File: src/rtl/jtag_pkg.sv
// Shared TAP definitions: state encoding and the instruction opcodes.
package jtag_pkg;

  typedef enum logic [3:0] {
    ST_TLR,
    ST_RTI,
    ST_SEL_DR,
    ST_CAP_DR,
    ST_SH_DR,
    ST_EX1_DR,
    ST_PAUSE_DR,
    ST_EX2_DR,
    ST_UPD_DR,
    ST_SEL_IR,
    ST_CAP_IR,
    ST_SH_IR,
    ST_EX1_IR,
    ST_PAUSE_IR,
    ST_EX2_IR,
    ST_UPD_IR
  } tap_state_t;

  localparam logic [4:0] OPC_IDCODE = 5'h01;
  localparam logic [4:0] OPC_USER   = 5'h02;
  localparam logic [4:0] OPC_BYPASS = 5'h1F;

endpackage

File: src/rtl/jtag_tap_fsm.sv
// IEEE 1149.1 TAP state machine: 16 states advanced by TMS on rising TCK.
module jtag_tap_fsm
  import jtag_pkg::*;
(
  input  logic       TCK,
  input  logic       RESET,
  input  logic       TMS,
  output tap_state_t state
);

  tap_state_t state_next;

  // NOTE: state flops use non-blocking assignments so every flop samples pre-edge values.
  always_ff @(posedge TCK or posedge RESET) begin
    if (RESET) state <= ST_TLR;
    else       state <= state_next;
  end

  // NOTE: default first so no path through the case can infer a latch.
  always_comb begin
    state_next = state;
    unique case (state)
      ST_TLR:      state_next = TMS ? ST_TLR      : ST_RTI;
      ST_RTI:      state_next = TMS ? ST_SEL_DR   : ST_RTI;
      ST_SEL_DR:   state_next = TMS ? ST_SEL_IR   : ST_CAP_DR;
      ST_CAP_DR:   state_next = TMS ? ST_EX1_DR   : ST_SH_DR;
      ST_SH_DR:    state_next = TMS ? ST_EX1_DR   : ST_SH_DR;
      ST_EX1_DR:   state_next = TMS ? ST_UPD_DR   : ST_PAUSE_DR;
      ST_PAUSE_DR: state_next = TMS ? ST_EX2_DR   : ST_PAUSE_DR;
      ST_EX2_DR:   state_next = TMS ? ST_UPD_DR   : ST_SH_DR;
      ST_UPD_DR:   state_next = TMS ? ST_SEL_DR   : ST_RTI;
      ST_SEL_IR:   state_next = TMS ? ST_TLR      : ST_CAP_IR;
      ST_CAP_IR:   state_next = TMS ? ST_EX1_IR   : ST_SH_IR;
      ST_SH_IR:    state_next = TMS ? ST_EX1_IR   : ST_SH_IR;
      ST_EX1_IR:   state_next = TMS ? ST_UPD_IR   : ST_PAUSE_IR;
      ST_PAUSE_IR: state_next = TMS ? ST_EX2_IR   : ST_PAUSE_IR;
      ST_EX2_IR:   state_next = TMS ? ST_UPD_IR   : ST_SH_IR;
      ST_UPD_IR:   state_next = TMS ? ST_SEL_DR   : ST_RTI;
      default:     state_next = ST_TLR;
    endcase
  end

endmodule

File: src/rtl/jtag_tap_controller.sv
// JTAG TAP controller: state strobes, instruction register, select decode,
// internal IDCODE register and the falling-edge TDO output stage.
module jtag_tap_controller
  import jtag_pkg::*;
#(
  parameter int          IR_WIDTH     = 5,
  parameter logic [31:0] IDCODE_VALUE = 32'h0000_53A1
) (
  input  logic                TCK,
  input  logic                RESET,
  input  logic                TMS,
  input  logic                TDI,
  input  logic                BYPASS_TDO,
  input  logic                USER_TDO,
  output logic                TDO,
  output logic                TDO_EN,
  output logic                CAPTURE_DR,
  output logic                SHIFT_DR,
  output logic                UPDATE_DR,
  output logic                CAPTURE_IR,
  output logic                SHIFT_IR,
  output logic                UPDATE_IR,
  output logic                TEST_LOGIC_RESET,
  output logic                RUN_TEST_IDLE,
  output logic [IR_WIDTH-1:0] INSTRUCTION,
  output logic                SEL_BYPASS,
  output logic                SEL_IDCODE,
  output logic                SEL_USER
);

  localparam logic [IR_WIDTH-1:0] INSTR_IDCODE = IR_WIDTH'(OPC_IDCODE);
  localparam logic [IR_WIDTH-1:0] INSTR_USER   = IR_WIDTH'(OPC_USER);
  localparam logic [IR_WIDTH-1:0] IR_CAPTURE   = IR_WIDTH'(2'b01);

  tap_state_t          state;
  logic [IR_WIDTH-1:0] ir_shift;
  logic [31:0]         idcode_reg;
  logic                dr_tdo;

  jtag_tap_fsm u_fsm (
    .TCK   (TCK),
    .RESET (RESET),
    .TMS   (TMS),
    .state (state)
  );

  // Moore strobes: downstream logic acts on the edge that leaves the state.
  assign TEST_LOGIC_RESET = (state == ST_TLR);
  assign RUN_TEST_IDLE    = (state == ST_RTI);
  assign CAPTURE_DR       = (state == ST_CAP_DR);
  assign SHIFT_DR         = (state == ST_SH_DR);
  assign UPDATE_DR        = (state == ST_UPD_DR);
  assign CAPTURE_IR       = (state == ST_CAP_IR);
  assign SHIFT_IR         = (state == ST_SH_IR);
  assign UPDATE_IR        = (state == ST_UPD_IR);

  always_ff @(posedge TCK or posedge RESET) begin
    if (RESET)           ir_shift <= '0;
    else if (CAPTURE_IR) ir_shift <= IR_CAPTURE;
    else if (SHIFT_IR)   ir_shift <= {TDI, ir_shift[IR_WIDTH-1:1]};
  end

  always_ff @(posedge TCK or posedge RESET) begin
    if (RESET)                 INSTRUCTION <= INSTR_IDCODE;
    else if (TEST_LOGIC_RESET) INSTRUCTION <= INSTR_IDCODE;
    else if (UPDATE_IR)        INSTRUCTION <= ir_shift;
  end

  // Unlisted opcodes fall through to bypass so exactly one select is ever high.
  always_comb begin
    SEL_IDCODE = 1'b0;
    SEL_USER   = 1'b0;
    SEL_BYPASS = 1'b0;
    if (INSTRUCTION == INSTR_IDCODE)    SEL_IDCODE = 1'b1;
    else if (INSTRUCTION == INSTR_USER) SEL_USER   = 1'b1;
    else                                SEL_BYPASS = 1'b1;
  end

  always_ff @(posedge TCK or posedge RESET) begin
    if (RESET)                          idcode_reg <= IDCODE_VALUE;
    else if (CAPTURE_DR && SEL_IDCODE)  idcode_reg <= IDCODE_VALUE;
    else if (SHIFT_DR && SEL_IDCODE)    idcode_reg <= {TDI, idcode_reg[31:1]};
  end

  always_comb begin
    dr_tdo = BYPASS_TDO;
    if (SEL_IDCODE)    dr_tdo = idcode_reg[0];
    else if (SEL_USER) dr_tdo = USER_TDO;
  end

  // Falling-edge launch gives the external receiver half a cycle of setup.
  always_ff @(negedge TCK or posedge RESET) begin
    if (RESET) begin
      TDO    <= 1'b0;
      TDO_EN <= 1'b0;
    end else begin
      TDO_EN <= SHIFT_IR | SHIFT_DR;
      if (SHIFT_IR)      TDO <= ir_shift[0];
      else if (SHIFT_DR) TDO <= dr_tdo;
      else               TDO <= 1'b0;
    end
  end

endmodule

File: config.mk
export PLATFORM = sky130hd
export DESIGN_NAME = jtag_tap_controller
export DESIGN_NICKNAME = d
export VERILOG_FILES = /design/src/rtl/jtag_pkg.sv /design/src/rtl/jtag_tap_fsm.sv /design/src/rtl/jtag_tap_controller.sv
export SDC_FILE = /design/constraint.sdc
export NUM_CORES = 1
export LEC_CHECK = 0
export CAP_MARGIN = 20
export CELL_PAD_IN_SITES_DETAIL_PLACEMENT = 0
export CELL_PAD_IN_SITES_GLOBAL_PLACEMENT = 1
export CORE_MARGIN = 2
export CORE_UTILIZATION = 45
export DETAILED_ROUTE_END_ITERATION = 10
export PLACE_DENSITY_LB_ADDON = 0.3
export SLEW_MARGIN = 20
export SYNTH_ARGS = -nofsm -noshare
export SYNTH_HDL_FRONTEND = slang
export SYNTH_SLANG_ARGS = --single-unit
File: constraint.sdc
create_clock -name TCK -period 4 [get_ports TCK]
set_input_delay 0.4 -clock TCK [delete_from_list [all_inputs] [get_ports TCK]]
set_output_delay 0.4 -clock TCK [all_outputs]
set_load 0.01 [all_outputs]
# == Yosys cells after proc, flatten, opt, wreduce, memory -nomap -nowiden ==
# Index checks and enable logic that the tools add are counted.
# Widths: inputs -> output; s select.
# totals
regBits,48
in_bits,6
output_inout_bits,18
wordCells,61
# op_classes
n_eq_ne,17
muxes,28
bitwise_logic,1
n_reduce_logical,9
# ops
op,n
$mux 32,2
$pmux 4 s12,1
$eq 4x4->1 const B,8
$mux 5,4
$eq 4x3->1 const B,4
$mux 4,4
$mux 1,12
$eq 4x2->1 const B,2
$mux 2,3
$mux 3,2
$reduce_bool 2->1,3
$eq 5x1->1 const B,1
$eq 5x2->1 const B,1
$eq 4x1->1 const B,1
$logic_not 4->1,1
$reduce_or 2->1,2
$reduce_or 3->1,1
$logic_and 1x1->1,2
$or 1x1->1,1

# == Logic depth before layout (Yosys ltp) ==
# Gate-level depths: netlist (run 1).
# logic_depth
ltp_word,7
ltp_mapped,6

# == By module ==
# A second synthesis (run 1) with hierarchy kept.
# hier_totals
hier_cells,182
area_unflattened_um2,2092.0
# modules_own_cells
mod,n_inst,cells_per_inst,area_each_um2,seq_area_each_um2
jtag_tap_controller,1,144,1779.2,1111.1
jtag_tap_fsm,1,38,312.8,100.1

==> results of run 1 <==
## path summary, 6_finish.rpt
| path | cells past startpoint | endpoint | slack, ns |
|---|---|---|---|
| max | 1 | TDO | 0.36 |
| min | 2 | idcode_reg[31] | 0.39 |
| max reg2reg | 3 | TDO | 0.64 |
| min reg2reg | 2 | idcode_reg[7] | 0.46 |
| max in group asynchronous | 2 | TDO | 1.44 |
| min in group TCK | 2 | idcode_reg[7] | 0.46 |
## routing by layer
layer | up-vias | part of all wire [%]
met5 | - | 0
met4 | 0 | 1.2
met3 | 5 | 3.9
met2 | 20 | 41
met1 | 748 | 53
li1 | 842 | -
## cells by family (layout without fill, tap and decap cells)
logic type / count (synthesis) / count (layout) / synth area share [%]
AO/OA/AOI/OAI: 59 / 59 / 16.02
XOR/XNOR: 1 / 1 / 0.4019
buffers and inverters: 22 / 39 / 5.166
flip-flops: 48 / 48 / 55.57
AND/OR/NAND/NOR: 115 / 115 / 22.85
## cells in the final DEF (no fill, tap or decap), types with 4 or more instances in the layout
cell | synthesis | final
sky130_fd_sc_hd__nand2b_1 | 5 | 5
sky130_fd_sc_hd__o21ai_1 | 32 | 32
sky130_fd_sc_hd__clkbuf_8 | 0 | 5
sky130_fd_sc_hd__dfstp_2 | 8 | 8
sky130_fd_sc_hd__a22o_1 | 4 | 4
sky130_fd_sc_hd__nor2_1 | 16 | 16
sky130_fd_sc_hd__clkdlybuf4s50_1 | 0 | 23
sky130_fd_sc_hd__o21ai_0 | 10 | 10
sky130_fd_sc_hd__buf_4 | 1 | 4
sky130_fd_sc_hd__dfrtp_1 | 38 | 38
sky130_fd_sc_hd__nor2b_1 | 6 | 6
sky130_fd_sc_hd__nand2_1 | 75 | 75
## report_power, final
| part | switching (mW) | leakage (nW) | total [mW] | internal, mW |
|---|---|---|---|---|
| clock | 0.158 | 0.0654 | 0.408 | 0.250 |
| sequential | 0.133 | 0.623 | 0.795 | 0.662 |
| combinational | 0.406 | 0.379 | 0.707 | 0.301 |
## metrics by stage
stage	power [mW]	hold WS [ns]	cells	instance area, um^2
2_1_floorplan	1.323	0.4431	245	2180
3_3_place_gp	1.510	0.4508	308	2411
3_5_place_dp	1.517	0.4530	308	2411
4_1_cts	1.932	0.3822	316	2544
5_1_grt	2.063	0.4077	316	2544
6_report	1.910	0.3851	316	2544
## area by class of cell
cell class                 count  area, um^2  area share, %
clock inverter                 2       60.06          2.361
tap                           54       67.56          2.656
timing repair buffer          27       260.3          10.23
inverter                       4       15.01         0.5903
clock buffer                   6       72.57          2.853
multi-input combinational    175       857.1          33.69
sequential                    48        1211          47.61
==> flow_results.xml, run 1 <==
<?xml version="1.0" encoding="UTF-8"?>
<metrics>
  <group name="run_status">
    <metric name="outcome" unit="">complete, no violations</metric>
  </group>
  <group name="run">
    <metric name="drv.max_cap_violation_count" unit="">0</metric>
  </group>
  <group name="synthesis">
    <metric name="postSynthCellCount" unit="">245</metric>
    <metric name="synth.cells.most_frequent" unit="">sky130_fd_sc_hd__nand2_1, sky130_fd_sc_hd__dfrtp_1, sky130_fd_sc_hd__o21ai_1</metric>
    <metric name="yosys.cell_types.count" unit="">35</metric>
    <metric name="synth-edff-count" unit="">0</metric>
    <metric name="synthesis.area_per_instance" unit="um^2">8.896</metric>
    <metric name="synth_nets" unit="">251</metric>
    <metric name="postSynth.asyncResetShare" unit="%">100.0</metric>
    <metric name="syn_area" unit="mm^2">0.002180</metric>
    <metric name="synthMostInstantiatedCell" unit="">sky130_fd_sc_hd__nand2_1</metric>
    <metric name="synthDominantCellAreaShare" unit="%">43.63</metric>
    <metric name="synth_largest_area_cell" unit="">sky130_fd_sc_hd__dfrtp_1</metric>
    <metric name="synth-seq-area-share" unit="%">55.57</metric>
    <metric name="yosys-top-cells-area" unit="">sky130_fd_sc_hd__dfrtp_1, sky130_fd_sc_hd__nand2_1, sky130_fd_sc_hd__dfstp_2</metric>
    <metric name="yosys_register_bits" unit="">48</metric>
    <metric name="synthesis.yosys.warnings" unit="">0</metric>
    <metric name="ys.flop_type" unit="">sky130_fd_sc_hd__dfrtp_1</metric>
  </group>
  <group name="floorplanning">
    <metric name="std_cell_rows" unit="">25</metric>
    <metric name="io_pins" unit="">24</metric>
    <metric name="core-area" unit="mm^2">0.004692</metric>
    <metric name="fp.dieH" unit="um">73.60</metric>
    <metric name="initial_utilization" unit="%">46.45</metric>
    <metric name="fp.dieArea" unit="mm^2">0.005416</metric>
    <metric name="dieWidth" unit="um">73.60</metric>
  </group>
  <group name="grt">
    <metric name="first_global_vias" unit="">1432</metric>
    <metric name="grt.overflow.total" unit="">0</metric>
    <metric name="grt_pass1_wl" unit="um">6927</metric>
    <metric name="grt.busiest_layer" unit="">met1</metric>
    <metric name="antenna_found_initial" unit="">0</metric>
    <metric name="track_usage" unit="%">16.53</metric>
    <metric name="groute.layer.met1.usage" unit="%">25.86</metric>
    <metric name="use_met3" unit="%">4.527</metric>
    <metric name="maximum_number_of_pins_on_one_net_before_global_route_repair" unit="">65</metric>
    <metric name="gr-usage-met2" unit="%">21.83</metric>
  </group>
  <group name="setup_path">
    <metric name="crit_fanout" unit="">1</metric>
    <metric name="cp_data_required_time" unit="ns">3.60</metric>
    <metric name="critPathTopFamily" unit="">buffers and inverters</metric>
    <metric name="setup.worst_path.end_class" unit="">output pin</metric>
    <metric name="critPathKind" unit="">reg2out</metric>
    <metric name="source_of_the_worst_register_to_register_timing_path" unit="">u_fsm.state[3]</metric>
    <metric name="cp_cell_sequence" unit="">clkdlybuf4s50_1</metric>
    <metric name="critical-path-slowest-cell" unit="">sky130_fd_sc_hd__clkdlybuf4s50_1</metric>
    <metric name="crit_buf_inv" unit="">1</metric>
    <metric name="critical_path.max_stage_delay" unit="ns">0.53</metric>
    <metric name="setup.worst_path.start_class" unit="">register</metric>
    <metric name="critical_path.startpoint" unit="">TDO</metric>
    <metric name="worst-endpoint-arrival" unit="ns">3.24</metric>
  </group>
  <group name="placement">
    <metric name="preCtsSetupSlack" unit="ns">0.5844</metric>
    <metric name="detailed_place_hpwl" unit="um">2631</metric>
    <metric name="globalplace.congestion" unit="">0.7630</metric>
    <metric name="place.port_buffers" unit="">23</metric>
  </group>
  <group name="cts">
    <metric name="tritoncts" unit="">done</metric>
    <metric name="cts-htree-levels" unit="">2</metric>
    <metric name="cts_bufs_inserted" unit="">5</metric>
    <metric name="clk_pin_slew" unit="ns">0.09</metric>
    <metric name="clock_path_buffers" unit="">2</metric>
    <metric name="post-cts-setup-buffers" unit="">0</metric>
    <metric name="cts_resized" unit="">0</metric>
    <metric name="clockRootBuffer" unit="">sky130_fd_sc_hd__clkbuf_8</metric>
    <metric name="hold_buffer_count_at_cts" unit="">0</metric>
    <metric name="clock_insertion_delay_worst_skew" unit="ns">0.29</metric>
    <metric name="cts.sink_count" unit="">48</metric>
  </group>
  <group name="timing">
    <metric name="worst_slew_pin_slew" unit="ns">0.9688</metric>
    <metric name="setup_total_negative_slack" unit="ns">0</metric>
    <metric name="finalHoldViolCount" unit="">0</metric>
    <metric name="final.setup_skew" unit="ns">0.004892</metric>
    <metric name="total_count_of_max_transition_violations_in_the_final_report" unit="">0</metric>
    <metric name="setup_viol_count_final" unit="">0</metric>
    <metric name="unrepaired_setup_endpoints_after_global_routing" unit="">no</metric>
    <metric name="pnr_worst_setup_slack" unit="ns">0.3650</metric>
    <metric name="slew_headroom" unit="%">35.42</metric>
  </group>
  <group name="cells_and_area">
    <metric name="fin_nets" unit="">267</metric>
    <metric name="largest_register_ffs" unit="">32</metric>
    <metric name="fillerInstances" unit="">436</metric>
    <metric name="syn_to_final_growth" unit="%">16.70</metric>
    <metric name="antennaDiodeCount" unit="">0</metric>
    <metric name="drive_above_1_share" unit="%">8.779</metric>
    <metric name="finish.utilization" unit="%">54.21</metric>
  </group>
  <group name="detailed_routing">
    <metric name="detail_route.drc_violations" unit="">0</metric>
    <metric name="ant_nets" unit="">0</metric>
    <metric name="vias_per_cell" unit="">5.111</metric>
    <metric name="detail_route.first_pass.iterations" unit="">4</metric>
    <metric name="routed_wl" unit="um">3984</metric>
    <metric name="detailedRoute.firstIterationViolations" unit="">108</metric>
    <metric name="drt-wirelength-per-cell" unit="um">12.61</metric>
    <metric name="vias" unit="">1615</metric>
  </group>
  <group name="power_and_ir_drop">
    <metric name="peakVddDrop" unit="uV">401.8</metric>
    <metric name="leakagePower" unit="nW">1.067</metric>
    <metric name="pwr_density_cell" unit="mW/mm^2">750.7</metric>
  </group>
  <group name="hold_path">
    <metric name="hold_path_class" unit="">in2async</metric>
  </group>
</metrics>
No activity file was read; power rests on OpenSTA's default activity.
==> run 2: changes to the inputs <==
Settings changed: SETUP_SLACK_MARGIN set to 0.4.
==> run 2 against run 1 <==
  * Die area did not move
  * Setup slack better by 0.27 ns
  * Largest power group unchanged
  * Critical path type unchanged
  * Sequential power is essentially flat
  * Register-to-register slack about the same
  * Core utilization is 0.053 points lower
  * Global-route usage unchanged
  * Clock power barely moved
  * Highest routed layer unchanged
  * Cell area is essentially flat
==> flow_results.xml, run 2 (synthesized netlist as in run 1, its figures left out) <==
<?xml version="1.0" encoding="UTF-8"?>
<metrics>
  <group name="run_status">
    <metric name="outcome" unit="">complete, no violations</metric>
  </group>
  <group name="setup_path">
    <metric name="critPathKind" unit="">reg2out</metric>
    <metric name="worst-r2r-setup-slack" unit="ns">0.64</metric>
    <metric name="ff_to_ff_end" unit="">TDO</metric>
    <metric name="critPathTopFamily" unit="">flip-flops</metric>
    <metric name="crit_fanout" unit="">1</metric>
    <metric name="critical_path.max_stage_delay" unit="ns">0.40</metric>
    <metric name="critical_path_cell_count" unit="">1</metric>
    <metric name="setup.worst_path.start_class" unit="">register</metric>
    <metric name="r2r.worst_path.cells" unit="">3</metric>
    <metric name="critical-path-slowest-cell" unit="">sky130_fd_sc_hd__dfrtn_1</metric>
    <metric name="source_of_the_worst_register_to_register_timing_path" unit="">u_fsm.state[3]</metric>
    <metric name="cp_data_required_time" unit="ns">3.60</metric>
    <metric name="worst-endpoint-arrival" unit="ns">2.96</metric>
    <metric name="setup.worst_path.end_class" unit="">output pin</metric>
    <metric name="cp_cell_sequence" unit="">dlygate4sd2_1</metric>
    <metric name="crit_buf_inv" unit="">1</metric>
  </group>
  <group name="floorplanning">
    <metric name="io_pins" unit="">24</metric>
    <metric name="dieWidth" unit="um">73.60</metric>
    <metric name="std_cell_rows" unit="">25</metric>
    <metric name="core-area" unit="mm^2">0.004692</metric>
    <metric name="initial_utilization" unit="%">46.45</metric>
    <metric name="fp.dieArea" unit="mm^2">0.005416</metric>
    <metric name="fp.dieH" unit="um">73.60</metric>
  </group>
  <group name="cells_and_area">
    <metric name="regArea" unit="mm^2">0.001211</metric>
    <metric name="syn_to_final_growth" unit="%">16.59</metric>
    <metric name="antennaDiodeCount" unit="">0</metric>
    <metric name="final_cell_mix" unit="">sky130_fd_sc_hd__nand2_1, sky130_fd_sc_hd__dfrtp_1, sky130_fd_sc_hd__o21ai_1</metric>
    <metric name="fillerInstances" unit="">437</metric>
    <metric name="final_common_cell" unit="">sky130_fd_sc_hd__nand2_1</metric>
    <metric name="largest_register_ffs" unit="">32</metric>
    <metric name="layoutNonFillerInstCount" unit="">316</metric>
    <metric name="multiInputGateArea" unit="um^2">857.1</metric>
    <metric name="drive_above_1_share" unit="%">8.779</metric>
    <metric name="fin_nets" unit="">267</metric>
    <metric name="finish.utilization" unit="%">54.16</metric>
  </group>
  <group name="timing">
    <metric name="pnr_worst_setup_slack" unit="ns">0.6358</metric>
    <metric name="slew_headroom" unit="%">35.68</metric>
    <metric name="whs" unit="ns">0.3850</metric>
    <metric name="setup_total_negative_slack" unit="ns">0</metric>
    <metric name="unrepaired_setup_endpoints_after_global_routing" unit="">no</metric>
    <metric name="finalHoldViolCount" unit="">0</metric>
    <metric name="final.setup_skew" unit="ns">0.004885</metric>
    <metric name="worst_slew_pin_slew" unit="ns">0.9648</metric>
    <metric name="setup_viol_count_final" unit="">0</metric>
    <metric name="total_count_of_max_transition_violations_in_the_final_report" unit="">0</metric>
  </group>
  <group name="detailed_routing">
    <metric name="ant_nets" unit="">0</metric>
    <metric name="detailedRoute.firstIterationViolations" unit="">108</metric>
    <metric name="detail_route.first_pass.iterations" unit="">4</metric>
    <metric name="detail_route.drc_violations" unit="">0</metric>
    <metric name="routed_wl" unit="um">3983</metric>
    <metric name="vias_per_cell" unit="">5.114</metric>
    <metric name="drt-wirelength-per-cell" unit="um">12.60</metric>
    <metric name="vias" unit="">1616</metric>
  </group>
  <group name="cts">
    <metric name="clock_insertion_delay_worst_skew" unit="ns">0.29</metric>
    <metric name="cts-htree-levels" unit="">2</metric>
    <metric name="clockRootBuffer" unit="">sky130_fd_sc_hd__clkbuf_8</metric>
    <metric name="post-cts-setup-buffers" unit="">0</metric>
    <metric name="cts_bufs_inserted" unit="">5</metric>
    <metric name="cts.sink_count" unit="">48</metric>
    <metric name="hold_buffer_count_at_cts" unit="">0</metric>
    <metric name="clock_path_buffers" unit="">2</metric>
    <metric name="clk_pin_slew" unit="ns">0.09</metric>
    <metric name="tritoncts" unit="">done</metric>
    <metric name="cts_resized" unit="">2</metric>
  </group>
  <group name="power_and_ir_drop">
    <metric name="peakVddDrop" unit="uV">401.8</metric>
    <metric name="leakagePower" unit="nW">1.076</metric>
    <metric name="pwr_density_cell" unit="mW/mm^2">749.4</metric>
  </group>
  <group name="placement">
    <metric name="detailed_place_hpwl" unit="um">2631</metric>
    <metric name="preCtsSetupSlack" unit="ns">0.5844</metric>
    <metric name="globalplace.congestion" unit="">0.7630</metric>
    <metric name="dp.cells" unit="">308</metric>
    <metric name="place.port_buffers" unit="">23</metric>
  </group>
  <group name="grt">
    <metric name="maximum_number_of_pins_on_one_net_before_global_route_repair" unit="">65</metric>
    <metric name="antenna_found_initial" unit="">0</metric>
    <metric name="grt_pass1_wl" unit="um">6927</metric>
    <metric name="first_global_vias" unit="">1432</metric>
    <metric name="track_usage" unit="%">16.53</metric>
    <metric name="grt.overflow.total" unit="">0</metric>
  </group>
  <group name="hold_path">
    <metric name="hold_path_class" unit="">in2async</metric>
  </group>
  <group name="run">
    <metric name="drv.max_cap_violation_count" unit="">0</metric>
  </group>
</metrics>
run 2: changes by cell type in the layout (fill, tap and decap cells not counted):
cell / before / now
sky130_fd_sc_hd__clkdlybuf4s50_1: 23 / 21
sky130_fd_sc_hd__dlygate4sd2_1: 0 / 2
run 2: how the worst max path moves through the flow:
stage | start | to | slack (ns)
2_1_floorplan | u_fsm.state[0] | TDO | 0.53
3_3_place_gp | USER_TDO | TDO | 0.58
3_5_place_dp | USER_TDO | TDO | 0.58
4_1_cts | TDO | TDO | 0.62
5_1_grt | u_fsm.state[3] | TDO | 0.50
6_report | TDO | TDO | 0.64
run 2: power breakdown:
| group | internal, mW | switching, mW |
|---|---|---|
| sequential | 0.662 | 0.133 |
| clock | 0.250 | 0.158 |
| combinational | 0.297 | 0.406 |
run 2: through the flow:
step	power [mW]	cell area, um^2
floorplan	1.323	2180
global placement	1.510	2411
detailed placement	1.517	2411
CTS	1.927	2541
global route	2.059	2541
finish	1.904	2541
run 2: layout make-up:
class	instances	share of cell area (%)
Inverter	4	0.5908
Multi-Input combinational cell	175	33.73
Clock inverter	2	2.363
Timing Repair Buffer	27	10.14
Clock buffer	6	2.856
Sequential cell	48	47.66
Tap cell	54	2.659
run 2: metal layers:
metal	vias up	part of all wire [%]	GRT usage (%)	wire length (um)
met1	749	53	25.86	2127
met3	5	4.0	4.527	158
li1	842	-	-	-
met5	-	0	0	0
met2	20	41	21.83	1650
met4	0	1.2	5.455	46
run 2: worst register-to-register path: stages, from the launching register on:
cell and delay [ns]:
sky130_fd_sc_hd__dfrtp_1 0.55, sky130_fd_sc_hd__nor4b_1 0.52, sky130_fd_sc_hd__o31ai_1 0.13, sky130_fd_sc_hd__o21ai_0 0.17
==> run 3: changes to the inputs <==
Settings changed: CORE_UTILIZATION 45 to 42.
Clock period 4 ns to 3.15 ns, I/O delays scaled along.
==> run 3 against run 2 <==
  * Sequential power grew 23%
  * Sequential cell count is the same
  * Core utilization shrank 2.0 points
  * First-iteration DRC count grew 4.6%
  * Critical path depth grew 2
  * Clock-buffer cell count shrank 1
  * Largest power group is now combinational cells
  * Power grew 31%
  * Critical endpoint is now TDO
  * Register-to-register slack lost 0.34 ns
  * Wire length grew 6.6%
==> flow_results.xml, run 3 (synthesized netlist as in run 1, its figures left out) <==
<?xml version="1.0" encoding="UTF-8"?>
<metrics>
  <group name="run_status">
    <metric name="outcome" unit="">complete, no violations</metric>
  </group>
  <group name="setup_path">
    <metric name="setup.worst_path.start_class" unit="">register</metric>
    <metric name="cp_cell_sequence" unit="">or3_4 -&gt; o31ai_4 -&gt; o21ai_1</metric>
    <metric name="critical-path-slowest-cell" unit="">sky130_fd_sc_hd__or3_4</metric>
    <metric name="crit_fanout" unit="">3</metric>
    <metric name="cp_data_required_time" unit="ns">1.72</metric>
    <metric name="critical_path.max_stage_delay" unit="ns">0.42</metric>
    <metric name="setup.worst_path.end_class" unit="">register</metric>
    <metric name="critPathKind" unit="">reg2reg</metric>
    <metric name="worst-endpoint-arrival" unit="ns">1.42</metric>
  </group>
  <group name="grt">
    <metric name="antenna_found_initial" unit="">0</metric>
    <metric name="first_global_vias" unit="">1584</metric>
    <metric name="grt_pass1_wl" unit="um">7534</metric>
    <metric name="grt.overflow.total" unit="">0</metric>
    <metric name="track_usage" unit="%">16.09</metric>
    <metric name="maximum_number_of_pins_on_one_net_before_global_route_repair" unit="">65</metric>
  </group>
  <group name="timing">
    <metric name="finalHoldViolCount" unit="">0</metric>
    <metric name="worst_slew_pin_slew" unit="ns">0.9208</metric>
    <metric name="setup_viol_count_final" unit="">0</metric>
    <metric name="total_count_of_max_transition_violations_in_the_final_report" unit="">0</metric>
    <metric name="setup_total_negative_slack" unit="ns">0</metric>
    <metric name="unrepaired_setup_endpoints_after_global_routing" unit="">yes</metric>
    <metric name="final.setup_skew" unit="ns">0.006032</metric>
    <metric name="slew_headroom" unit="%">38.61</metric>
  </group>
  <group name="run">
    <metric name="drv.max_cap_violation_count" unit="">0</metric>
  </group>
  <group name="cts">
    <metric name="clk_pin_slew" unit="ns">0.09</metric>
    <metric name="clock_insertion_delay_worst_skew" unit="ns">0.30</metric>
    <metric name="clockRootBuffer" unit="">sky130_fd_sc_hd__clkbuf_8</metric>
    <metric name="hold_buffer_count_at_cts" unit="">0</metric>
    <metric name="tritoncts" unit="">done</metric>
    <metric name="clock_path_buffers" unit="">2</metric>
    <metric name="cts-htree-levels" unit="">2</metric>
    <metric name="cts.sink_count" unit="">48</metric>
    <metric name="cts_bufs_inserted" unit="">5</metric>
  </group>
  <group name="cells_and_area">
    <metric name="final_common_cell" unit="">sky130_fd_sc_hd__nand2_1</metric>
    <metric name="syn_to_final_growth" unit="%">20.78</metric>
    <metric name="drive_above_1_share" unit="%">12.78</metric>
    <metric name="final_cell_mix" unit="">sky130_fd_sc_hd__nand2_1, sky130_fd_sc_hd__dfrtp_1, sky130_fd_sc_hd__o21ai_1</metric>
    <metric name="fin_nets" unit="">272</metric>
    <metric name="finish.utilization" unit="%">52.21</metric>
    <metric name="design_area" unit="mm^2">0.002633</metric>
    <metric name="antennaDiodeCount" unit="">0</metric>
    <metric name="largest_register_ffs" unit="">32</metric>
    <metric name="fillerInstances" unit="">493</metric>
  </group>
  <group name="floorplanning">
    <metric name="fp.dieH" unit="um">76.04</metric>
    <metric name="core-area" unit="mm^2">0.005042</metric>
    <metric name="io_pins" unit="">24</metric>
    <metric name="dieWidth" unit="um">76.04</metric>
    <metric name="initial_utilization" unit="%">43.23</metric>
    <metric name="fp.dieArea" unit="mm^2">0.005782</metric>
    <metric name="std_cell_rows" unit="">26</metric>
  </group>
  <group name="detailed_routing">
    <metric name="vias" unit="">1633</metric>
    <metric name="detail_route.first_pass.iterations" unit="">4</metric>
    <metric name="ant_nets" unit="">0</metric>
    <metric name="detail_route.drc_violations" unit="">0</metric>
    <metric name="vias_per_cell" unit="">4.860</metric>
    <metric name="routed_wl" unit="um">4245</metric>
    <metric name="detailedRoute.firstIterationViolations" unit="">113</metric>
    <metric name="drt-wirelength-per-cell" unit="um">12.63</metric>
  </group>
  <group name="power_and_ir_drop">
    <metric name="pwr_density_cell" unit="mW/mm^2">949.3</metric>
    <metric name="pwr-share-clk" unit="%">20.7</metric>
    <metric name="cellInternalPower" unit="mW">1.574</metric>
    <metric name="pwr-share-comb" unit="%">40.2</metric>
    <metric name="peakVddDrop" unit="uV">528.3</metric>
    <metric name="p_sw_share" unit="%">37.00</metric>
    <metric name="net-switching-power" unit="mW">0.9246</metric>
    <metric name="leakagePower" unit="nW">1.096</metric>
    <metric name="post-layout-total-power" unit="mW">2.499</metric>
    <metric name="pwr-share-seq" unit="%">39.1</metric>
  </group>
  <group name="placement">
    <metric name="detailed_place_hpwl" unit="um">2723</metric>
    <metric name="place.port_buffers" unit="">23</metric>
    <metric name="globalplace.congestion" unit="">0.7592</metric>
    <metric name="placement.cell_area" unit="mm^2">0.002456</metric>
  </group>
  <group name="hold_path">
    <metric name="hold_path_class" unit="">in2async</metric>
  </group>
</metrics>
==> run 3: layer usage <==
layer  part of all wire [%]  global-route usage (%)
met1                     51                   23.36
met4                    1.7                   7.091
met5                      0                       0
met2                     44                   23.75
met3                    3.5                   2.844
==> run 3: what timing repair did <==
item	4_1_cts	5_1_grt
gates resized for setup	10	4
setup buffers	3	0
pin swaps	1	1
cloned	0	0
endpoints found under the setup margin	3	3
==> run 3: through the flow <==
| step | std cells | hold WS [ns] | setup slack (ns) |
|---|---|---|---|
| 6_report | 336 | 0.3227 | 0.2994 |
| 5_1_grt | 336 | 0.3423 | 0.2339 |
| 4_1_cts | 336 | 0.3298 | 0.3128 |
| 3_5_place_dp | 326 | 0.4556 | 0.2180 |
| 3_3_place_gp | 326 | 0.4490 | 0.2740 |
| 2_1_floorplan | 245 | 0.3417 | 0.2770 |
==> run 3: worst max-delay path: cells and delay by family, from the launching register on <==
kind            cells  cell delay, ns
compound gates      2            0.30
flops               1            0.41
simple gates        1            0.42
==> run 3: area by class of cell <==
class                   instances  area (um^2)  area share [%]
inverters                       4        18.77          0.7129
clock inverters                 2        60.06           2.281
well taps                      70        87.58           3.327
multi-input cells             175        898.4           34.13
clock buffers                   5        68.82           2.614
flip-flops and latches         48         1211           46.01
repair buffers                 32        287.8           10.93
==> run 3: power groups by stage <==
| stage | Clock, mW | Combinational [mW] | Sequential (mW) |
|---|---|---|---|
| 5_1_grt | 0.550 | 1.15 | 1.01 |
| 4_1_cts | 0.528 | 1.00 | 0.966 |
| 3_5_place_dp | 0 | 0.979 | 0.978 |
| 3_3_place_gp | 0 | 0.971 | 0.971 |
| 6_report | 0.517 | 1.00 | 0.978 |
| 2_1_floorplan | 0 | 0.728 | 0.960 |
==> run 3: path summary, 6_finish.rpt <==
kind	cells after the start	startpoint	endpoint	slack [ns]
setup / recovery	3	INSTRUCTION[2]	TDO	0.30
hold / removal	2	RESET	ir_shift[4]	0.32
setup reg to reg	3	INSTRUCTION[2]	TDO	0.30
hold reg to reg	2	idcode_reg[14]	idcode_reg[14]	0.47
max in group asynchronous	2	RESET	TDO	1.11
min in group TCK	2	idcode_reg[14]	idcode_reg[14]	0.47
